File: src/rtl/data_access_unit.sv
// Sequences byte/16-bit load-store requests into single-byte data_memory accesses.
// Optional write readback verification is built when DATA_ACCESS_READBACK_EN is defined.
module data_access_unit #(
   parameter int unsigned ADDR_W = 16
) (
   input  logic              clk,
   input  logic              rst_n,
   input  logic              req_valid,
   output logic              req_ready,
   input  logic              req_write,
   input  logic              req_word,
   input  logic [ADDR_W-1:0] req_addr,
   input  logic [15:0]       req_wdata,
   output logic              resp_valid,
   output logic [15:0]       resp_rdata,
   output logic              resp_err,
   output logic              mem_write_en,
   output logic [ADDR_W-1:0] mem_addr,
   output logic [15:0]       mem_data_in,
   input  logic [7:0]        mem_data_out
);

   typedef enum logic [2:0] {
      IDLE, WR, RD_ADDR, RD_CAP, VFY_ADDR, VFY_CAP, RESP
   } state_e;

   state_e            state_q, state_d;
   logic [ADDR_W-1:0] base_q, base_d;
   logic [15:0]       wdata_q, wdata_d;
   logic [15:0]       rdata_q, rdata_d;
   logic              write_q, write_d;
   logic              word_q, word_d;
   logic              idx_q, idx_d;
   logic              err_q, err_d;

   logic              req_ready_q, req_ready_d;
   logic              resp_valid_q, resp_valid_d;
   logic [15:0]       resp_rdata_q, resp_rdata_d;
   logic              mem_write_en_q, mem_write_en_d;
   logic [ADDR_W-1:0] mem_addr_q, mem_addr_d;
   logic [15:0]       mem_data_in_q, mem_data_in_d;

   function automatic logic [7:0] byte_sel(input logic [15:0] data, input logic idx);
      return idx ? data[15:8] : data[7:0];
   endfunction

   // State register
   always_ff @(posedge clk) begin
      if (!rst_n) state_q <= IDLE;
      else        state_q <= state_d;
   end

   // Next state and transaction context
   always_comb begin
      state_d = state_q;
      base_d  = base_q;
      wdata_d = wdata_q;
      rdata_d = rdata_q;
      write_d = write_q;
      word_d  = word_q;
      idx_d   = idx_q;
      err_d   = err_q;
      case (state_q)
         IDLE: begin
            if (req_valid && req_ready_q) begin
               base_d  = req_addr;
               wdata_d = req_wdata;
               write_d = req_write;
               word_d  = req_word;
               idx_d   = 1'b0;
               rdata_d = '0;
               err_d   = 1'b0;
               state_d = req_write ? WR : RD_ADDR;
            end
         end
         WR: begin
`ifdef DATA_ACCESS_READBACK_EN
            state_d = VFY_ADDR;
`else
            if (word_q && !idx_q) idx_d = 1'b1;
            else                  state_d = RESP;
`endif
         end
         RD_ADDR: state_d = RD_CAP;
         RD_CAP: begin
            if (idx_q) rdata_d[15:8] = mem_data_out;
            else       rdata_d[7:0]  = mem_data_out;
            if (word_q && !idx_q) begin
               idx_d   = 1'b1;
               state_d = RD_ADDR;
            end else begin
               state_d = RESP;
            end
         end
`ifdef DATA_ACCESS_READBACK_EN
         VFY_ADDR: state_d = VFY_CAP;
         VFY_CAP: begin
            if (mem_data_out != byte_sel(wdata_q, idx_q)) err_d = 1'b1;
            if (word_q && !idx_q) begin
               idx_d   = 1'b1;
               state_d = WR;
            end else begin
               state_d = RESP;
            end
         end
`endif
         RESP:    state_d = IDLE;
         default: state_d = IDLE;
      endcase
   end

   // Outputs are registered from the upcoming state so they align with it
   always_comb begin
      req_ready_d    = (state_d == IDLE);
      resp_valid_d   = (state_d == RESP);
      mem_write_en_d = (state_d == WR);
      mem_addr_d     = mem_addr_q;
      if (state_d inside {WR, RD_ADDR, RD_CAP, VFY_ADDR, VFY_CAP})
         mem_addr_d = base_d + ADDR_W'(idx_d);
      mem_data_in_d  = mem_write_en_d ? {8'h00, byte_sel(wdata_d, idx_d)} : 16'h0000;
      resp_rdata_d   = '0;
      if (resp_valid_d && !write_d)
         resp_rdata_d = word_d ? rdata_d : {8'h00, rdata_d[7:0]};
   end

   always_ff @(posedge clk) begin
      if (!rst_n) begin
         base_q         <= '0;
         wdata_q        <= '0;
         rdata_q        <= '0;
         write_q        <= 1'b0;
         word_q         <= 1'b0;
         idx_q          <= 1'b0;
         err_q          <= 1'b0;
         req_ready_q    <= 1'b0;
         resp_valid_q   <= 1'b0;
         resp_rdata_q   <= '0;
         mem_write_en_q <= 1'b0;
         mem_addr_q     <= '0;
         mem_data_in_q  <= '0;
      end else begin
         base_q         <= base_d;
         wdata_q        <= wdata_d;
         rdata_q        <= rdata_d;
         write_q        <= write_d;
         word_q         <= word_d;
         idx_q          <= idx_d;
         err_q          <= err_d;
         req_ready_q    <= req_ready_d;
         resp_valid_q   <= resp_valid_d;
         resp_rdata_q   <= resp_rdata_d;
         mem_write_en_q <= mem_write_en_d;
         mem_addr_q     <= mem_addr_d;
         mem_data_in_q  <= mem_data_in_d;
      end
   end

`ifdef DATA_ACCESS_READBACK_EN
   logic resp_err_q;

   always_ff @(posedge clk) begin
      if (!rst_n) resp_err_q <= 1'b0;
      else        resp_err_q <= (state_d == RESP) && err_d;
   end

   assign resp_err = resp_err_q;
`else
   assign resp_err = 1'b0;
`endif

   assign req_ready    = req_ready_q;
   assign resp_valid   = resp_valid_q;
   assign resp_rdata   = resp_rdata_q;
   assign mem_write_en = mem_write_en_q;
   assign mem_addr     = mem_addr_q;
   assign mem_data_in  = mem_data_in_q;

endmodule

File: config.mk
export PLATFORM = sky130hd
export DESIGN_NAME = data_access_unit
export DESIGN_NICKNAME = d
export VERILOG_FILES = /design/src/rtl/data_access_unit.sv
export SDC_FILE = /design/constraint.sdc
export NUM_CORES = 1
export LEC_CHECK = 0
export ABC_AREA = 1
export BUFFER_PORTS_ARGS = -buffer_cell sky130_fd_sc_hd__buf_2
export CAP_MARGIN = 20
export CORE_MARGIN = 3
export CORE_UTILIZATION = 55
export DETAILED_ROUTE_END_ITERATION = 6
export PLACE_DENSITY = 0.81
export SYNTH_ARGS = -nofsm -noshare
export SYNTH_HDL_FRONTEND = slang
export SYNTH_SLANG_ARGS = --single-unit
File: constraint.sdc
create_clock -name clk -period 3.23 [get_ports clk]
set_input_delay 0.4845 -clock clk [delete_from_list [all_inputs] [get_ports clk]]
set_output_delay 0.4845 -clock clk [all_outputs]
set_load 0.02 [all_outputs]
==> impl_results.md, run 1 <==
- Core area: 7807 um^2
- Clock latency of the later-clocked register in the worst-skew pair: 360 ps
- Global route overflow: 0
- Vias post-DR: between 4000 and 5000
- Global-route usage over all layers: a little under a quarter
- Max-cap violation count: 0
- Maximum operating frequency: ~0.38 GHz
- Maximum number of pins on one net before global-route repair: 40
- Total instance count after detailed placement: 801
- Clock tree from TritonCTS: done
- Post-CTS setup repair buffer count: 0
- Flip-flop and latch count after synthesis: 97
- Worst endpoint data arrival time: a little under 3000 ps
- Detailed-routing iteration count for the pre-antenna-repair pass: 7
- Root Buffer: sky130_fd_sc_hd__clkbuf_8
- Number of clock sinks: 97
- Final cell count without fillers: just over 800
- Final sum of negative setup slack: 0 ps
- Number of global-route vias before repair: 3800
- RD Place Congestion: roughly 0.9
- Crit start category: flop
- Number of DRC violations after detailed-routing iteration 0: between 150 and 200
- Slowest-stage cell, CP: sky130_fd_sc_hd__dfxtp_1
- Clock tree skew after final layout: between 10 and 15 ps
- Top-level port count: 97
- Critical path required time: approximately 3500 ps
- Top Family by Delay on Critical Path: simple AND/OR/NAND/NOR gates
- Cells along the critical path: nand2_4 > inv_4 > nand3_4 > nand2_1 > inv_2 > ha_1 > nand3_2 > inv_2 > nand2_1 > nor2_2 > nor2_1 > nand2_1 > a21oi_1
- Number of levels the H-tree was split into: 3
- Filler Cell Count: just under 700
- Worst hold slack across all endpoints: about 370 ps
- Vertical die dimension: about 96 um
- Buffers plus inverters on the worst setup path: 3
- Leading cell type in the layout, fill and taps excluded: sky130_fd_sc_hd__nand2_1
- Commonest cells after routing, fill and taps aside: sky130_fd_sc_hd__nand2_1 (166), sky130_fd_sc_hd__nor2_1 (107), sky130_fd_sc_hd__dfxtp_1 (97), sky130_fd_sc_hd__buf_2 (87), sky130_fd_sc_hd__inv_1 (55)
- Syn Area/Cell: ~7 um^2
- RSZ-0062 raised after global routing: no
- Gate Count Post-Synth: between 600 and 700
- DIE AREA: 9241 um^2
- Result of the run: completed
- Growth of design area from synthesis to finish: 13.86%
- Highest ir drop seen on vdd: around 480 uV
- Post-cts repair resize count: 0
- Class of the tightest hold or removal check: primary input to flop
- Number of unique standard cell types used by synthesis: 29
- Final period demand of the worst path: roughly 2600 ps
- Initial antenna violation count: 0
- Count of buffers inserted at the top-level ports: a little under 90
- Sequential-to-total area share from yosys stat: between 40% and 50%
- Yosys warning count: 0
- Residual DRC: 0
- Delay of the slowest cell on the worst path: around 720 ps
- Critical Setup Path Class: flop to flop
- Endpoint class of the critical path: flop
- Share of final-layout standard cells stronger than drive strength 1: 22.10%
- Total Wirelength: 10480 um
- Max FO, Critical Path: 18
- Number of nets in the final layout: around 760
- Clock transition at the registers of the reported paths: around 100 ps
- Hold-fix buffers, CTS: 0
- Wire length of the first global-routing pass: ~17000 um
- Lkg Pwr: 2.575 nW
- TritonCTS buffer count: 9
- Initial core utilization: a little under three fifths
- Area occupied by registers: ~1900 um^2
- Final count of hold timing violations: 0
- Post-DRT Antenna Nets: 0
- Buffer depth of the longest clock path: 2
- Share of the clock period used by the worst path after layout: between 80% and 90%
- Ratio of total power to cell area: between 800 and 900 nW/um^2
- CP dominant cell by count: sky130_fd_sc_hd__nand2_1
- # diodes: 0
- Pins Over Slew Limit: 0
- Total half-perimeter wirelength after legalization and detailed placement: 7628 um
- Rows: 32
- Ratio of routed vias to standard cells: 5.006
- Final setup fails: 0
- Overall power of the completed layout: ~0.0044 W
- Horizontal die dimension: just under 100 um
- Worst rel slew slack: between 50% and 60%
- Slew at the pin closest to its max-slew limit: 669.0 ps
- Combined area of the multi-input logic cells: 2102 um^2
- Routed length per instance: 12.82 um
- Cell area after synthesis: between 4000 and 5000 um^2
Yosys cell counts (all sizes together):
cell,instances,area [um^2]
or2,17,106.4
nand3,32,177.7
nor2,118,490.5
o21ai,15,75.07
clkbuf,10,37.54
mux2i,16,160.2
conb,1,3.750
ha,1,12.51
inv,62,235.2
nand4,7,43.79
nand2,178,716.9
buf,24,172.7
xor2,4,35.03
a21oi,49,245.2
dfxtp,97,1942
clkinv,1,8.760
nor3,1,5.000
metrics by stage:
stage	area, um^2	utilization (%)	setup WS, ps
floorplan	4498	-	1087
global placement	4888	62.61	676.1
detailed placement	4888	62.61	557.7
CTS	5087	65.16	593.3
global route	5087	65.16	307.7
finish	5087	65.16	591.7
tightest hold or removal path, delay by kind of cell:
family / cells / cell delay, ps
buf+inv: 1 / 80
simple gates: 1 / 80
mux: 1 / 60
power by group:
group | switching (W) | total (W) | internal [W]
clock | 0.000450 | 0.000768 | 0.000318
combinational | 0.00150 | 0.00215 | 0.000654
sequential | 0.000115 | 0.00152 | 0.00140
kinds of logic after synthesis:
group / Yosys count / share of synthesized area (%)
xor gates and xnor gates: 4 / 0.7840
muxes: 16 / 3.584
DFF: 97 / 43.46
and+or+nand+nor: 353 / 34.47
AOI/OAI and AO/OA: 64 / 7.169
buffers and inverters: 97 / 10.17
adders and majority gates: 1 / 0.2800
other: 1 / 0.08393
final cells by class:
type	count	share of cell area (%)
clock buffer	10	2.705
clock inverter	6	1.205
inverter	63	4.796
multi-input combinational	447	41.32
sequential	97	38.17
tap	102	2.509
timing repair buffer	92	9.297
final timing paths:
path / from / end / slack, ps / cells past startpoint
hold / removal: req_wdata[11] / wdata_q[11] / 370 / 3
setup reg to reg: req_ready / mem_addr[4] / 590 / 13
hold reg to reg: mem_addr[4] / mem_addr[4] / 470 / 2
setup / recovery: req_ready / mem_addr[4] / 590 / 13
flip-flops by register name, summed over array words and instances (netlist names), 3 cells and up:
name and count:
mem_data_in 8, base_q 16, mem_addr 16, resp_rdata 16, rdata_q 16, state_q 3
wdata_q 16
per-layer routing:
metal / wire, um / global-route usage [%] / part of all wire [%] / vias to the layer above
li1: - / - / - / 2100
met1: 4756 / 31.09 / 45 / 1839
met2: 4916 / 38.07 / 47 / 135
met3: 655 / 4.144 / 6.3 / 16
met4: 150 / 8.768 / 1.4 / 0
met5: 0 / 0 / 0 / -
(Power assumes the default switching activity.)
==> run 2, diff against run 1 <==
--- a/config.mk
+++ b/config.mk
@@ -5,13 +5,13 @@
 export SDC_FILE = /design/constraint.sdc
 export NUM_CORES = 1
 export LEC_CHECK = 0
-export ABC_AREA = 1
+export ABC_AREA = 0
 export BUFFER_PORTS_ARGS = -buffer_cell sky130_fd_sc_hd__buf_2
 export CAP_MARGIN = 20
 export CORE_MARGIN = 3
-export CORE_UTILIZATION = 55
+export CORE_UTILIZATION = 49
 export DETAILED_ROUTE_END_ITERATION = 6
-export PLACE_DENSITY = 0.81
+export PLACE_DENSITY = 0.76
 export SYNTH_ARGS = -nofsm -noshare
 export SYNTH_HDL_FRONTEND = slang
 export SYNTH_SLANG_ARGS = --single-unit
==> constraint.sdc (replaced) <==
create_clock -name clk -period 2.4 [get_ports clk]
set_input_delay 0.36 -clock clk [delete_from_list [all_inputs] [get_ports clk]]
set_output_delay 0.36 -clock clk [all_outputs]
set_load 0.02 [all_outputs]
==> run 2 against run 1 <==
  * Synthesized cell count is 24% lower
  * Highest routed layer unchanged
  * Combinational power fell by 68%
  * Hold slack lost 130 ps
  * Total power decreased by 19%
  * Final area fell by 1.1%
  * Via count shrank 12%
  * Utilization shrank 5.2 points
==> impl_results.md, run 2 <==
- Biggest area contributors in the synthesized netlist: sky130_fd_sc_hd__dfxtp_1 (45%), sky130_fd_sc_hd__nand2_1 (8.0%), sky130_fd_sc_hd__a21boi_0 (4.4%)
- Final cell count without fillers: just under 700
- Hold-fix buffers, CTS: 0
- DIE AREA: about 9900 um^2
- Slowest-stage cell, CP: sky130_fd_sc_hd__dfxtp_1
- Leading cell type in the layout, fill and taps excluded: sky130_fd_sc_hd__dfxtp_1
- Pins Over Slew Limit: 0
- Residual DRC: 0
- Crit start category: flop
- Switching part of the total power: a little under a third
- Delay of the slowest cell on the worst path: ~330 ps
- Fraction of power consumed by sequential logic: around half
- # diodes: 0
- Ratio of total power to cell area: between 700 and 800 nW/um^2
- Share of final-layout standard cells stronger than drive strength 1: between 20% and 30%
- Most frequent cell after synthesis: sky130_fd_sc_hd__dfxtp_1
- Clock tree from TritonCTS: done
- Number of levels the H-tree was split into: 3
- Startpoint of the tightest hold check path: req_wdata[15]
- Share of the core filled with cells: approximately 60%
- Vertical die dimension: 99.63 um
- Flip-flop and latch count after synthesis: between 90 and 100
- Growth of design area from synthesis to finish: 17.10%
- Final setup fails: 0
- Post-DRT Antenna Nets: 0
- Top-level port count: a little under 100
- TritonCTS buffer count: 9
- Endpoint class of the critical path: flop
- Filler Cell Count: approximately 750
- Clock network power share: slightly above 30%
- Overall power of the completed layout: about 0.0036 W
- Worst rel slew slack: between 30 and 40%
- Power dissipated by switching net loads: 0.001090 W
- Yosys warning count: 0
- Total instance count after detailed placement: 659
- Highest ir drop seen on vdd: a little over 300 uV
- Number of DRC violations after detailed-routing iteration 0: between 300 and 400
- Number of nets in the final layout: between 600 and 700
- Gate Count Post-Synth: about 480
- Max-cap violation count: 0
- Cells along the critical path: nand4bb_4 > or2_2 > nand2_1 > nand2_1 > ha_2 > buf_4 > nand4_1 > nor2_1 > xor2_1 > nor2_1 > o32ai_2
- Worst r2r dst: mem_addr[6]
- Root Buffer: sky130_fd_sc_hd__clkbuf_8
- Initial core utilization: between 50% and 60%
- Horizontal die dimension: between 90 and 100 um
- Final count of hold timing violations: 0
- RD Place Congestion: between 0.9 and 1
- Critical path required time: roughly 2700 ps
- Sequential-to-total area share from yosys stat: a little under half
- Total Wirelength: between 10000 and 15000 um
- Internal Dissipation: approximately 0.0025 W
- R2R Setup Slk: 130 ps
- Hold path cells: 3
- Result of the run: completed
- Vias post-DR: around 3600
- Prevailing post-synth register cell: sky130_fd_sc_hd__dfxtp_1
- Cell area after synthesis: 4295 um^2
- First element of the critical path: state_q[1]
- Slew at the pin closest to its max-slew limit: a little under 1000 ps
- Most numerous cell types in the synthesized netlist: sky130_fd_sc_hd__dfxtp_1 (97), sky130_fd_sc_hd__nand2_1 (91), sky130_fd_sc_hd__nor2_1 (35)
- Class of the tightest hold or removal check: primary input to flop
- Routed length per instance: around 15 um
- Worst endpoint data arrival time: 2540 ps
- Final sum of negative setup slack: 0 ps
- Cells on worst reg2reg path: 11
- Share of the clock period used by the worst path after layout: between 90% and 100%
- End point of the worst hold path: wdata_q[15]
- Share of synthesized registers carrying an async set or reset: 0%
- Clock transition at the registers of the reported paths: roughly 90 ps
- Maximum number of pins on one net before global-route repair: 55
- Number of clock sinks: 97
- Most area-hungry cell type in the Yosys netlist: sky130_fd_sc_hd__dfxtp_1
- Global-route usage over all layers: 20.71%
- Count of buffers inserted at the top-level ports: 87
- Buffer depth of the longest clock path: 2
- Number of global-route vias before repair: approximately 3500
- Rows: 33
- Core area: between 8000 and 9000 um^2
- Number of synthesized flops with an enable pin: 0
- Clock latency of the later-clocked register in the worst-skew pair: ~360 ps
- R2R Path Start: state_q[1]
- Syn Area/Cell: 8.930 um^2
- Detailed-routing iteration count for the pre-antenna-repair pass: 6
- Initial antenna violation count: 0
- Proportion of netlist area held by the largest area contributor: 45.21%
- Ratio of routed vias to standard cells: 5.311
- Global route overflow: 0
- Wire length of the first global-routing pass: 16650 um
- Total half-perimeter wirelength after legalization and detailed placement: roughly 7200 um
- Clock tree skew after final layout: 6.378 ps
- Commonest cells after routing, fill and taps aside: sky130_fd_sc_hd__dfxtp_1 (95), sky130_fd_sc_hd__nand2_1 (91), sky130_fd_sc_hd__buf_2 (87), sky130_fd_sc_hd__nor2_1 (35), sky130_fd_sc_hd__nor2b_1 (27)
- Critical Setup Path Class: flop to flop
- Share of power burned in combinational logic: 19.1%
- Number of unique standard cell types used by synthesis: 59
- Maximum operating frequency: ~0.44 GHz
- Max FO, Critical Path: 6
- Final period demand of the worst path: about 2300 ps
- Worst hold slack across all endpoints: between 200 and 250 ps
- Lkg Pwr: around 2 nW
run 2: cell families (layout without fill, tap and decap cells):
logic type,after synthesis,in the layout,share of synthesized area [%]
AND/OR/NAND/NOR,218,218,26.68
flip-flops,97,97,45.21
AO/OA/AOI/OAI,89,89,15.15
buffers and inverters,43,125,5.214
multiplexers,17,17,4.311
XOR/XNOR,15,15,3.059
adder cells (fa/ha/maj),1,1,0.2912
other,1,9,0.08730
run 2: stage by stage:
| stage | setup WS, ps | instance area, um^2 |
|---|---|---|
| after floorplan | 48.90 | 4329 |
| after global placement | 143.2 | 4802 |
| after detailed placement | 59.06 | 4802 |
| after CTS | 85.12 | 5012 |
| after global routing | -69.62 | 5030 |
| final | 129.6 | 5030 |
run 2: area by class of cell:
type	instances	area, um^2	area share (%)
well taps	105	131.4	2.612
repair buffers	102	548.0	10.90
clock buffers	10	137.6	2.736
clock inverters	6	72.57	1.443
flip-flops and latches	97	1944	38.66
inverters	7	26.28	0.5224
multi-input cells	349	2170	43.13
run 2: power by group through the flow:
stage | Clock [W] | Sequential (W) | Combinational [W]
floorplan | 0 | 0.00184 | 0.000445
global placement | 0 | 0.00181 | 0.000663
detailed placement | 0 | 0.00181 | 0.000675
CTS | 0.00114 | 0.00177 | 0.000676
global route | 0.00121 | 0.00179 | 0.000749
finish | 0.00112 | 0.00178 | 0.000684
run 2: worst max-delay path by stage:
stage | endpoint | slack, ps | cells after the start
after floorplan | mem_addr[13] | 50 | 12
after global placement | mem_addr[4] | 140 | 11
after detailed placement | mem_addr[5] | 60 | 12
after CTS | mem_addr[6] | 90 | 11
after global routing | mem_addr[6] | -70 | 11
final | mem_addr[6] | 130 | 11
run 2: layer usage:
layer | GRT usage, % | up-vias | part of all wire [%]
li1 | - | 1803 | -
met1 | 27.81 | 1646 | 45
met2 | 32.95 | 125 | 47
met3 | 3.997 | 16 | 6.0
met4 | 8.088 | 0 | 1.8
met5 | 0 | - | 0
run 2: critical path: cells and delay by family, from the launching register on:
kind,cells,cell delay (ps)
simple gates,7,1040
flops,1,330
compound gates,1,270
fa+ha+maj,1,210
buf+inv,1,160
xor+xnor,1,160
run 2: what timing repair did:
action                     CTS  global route
setup endpoints to repair    0             4
buffers inserted             0             1
resized for setup            0             2
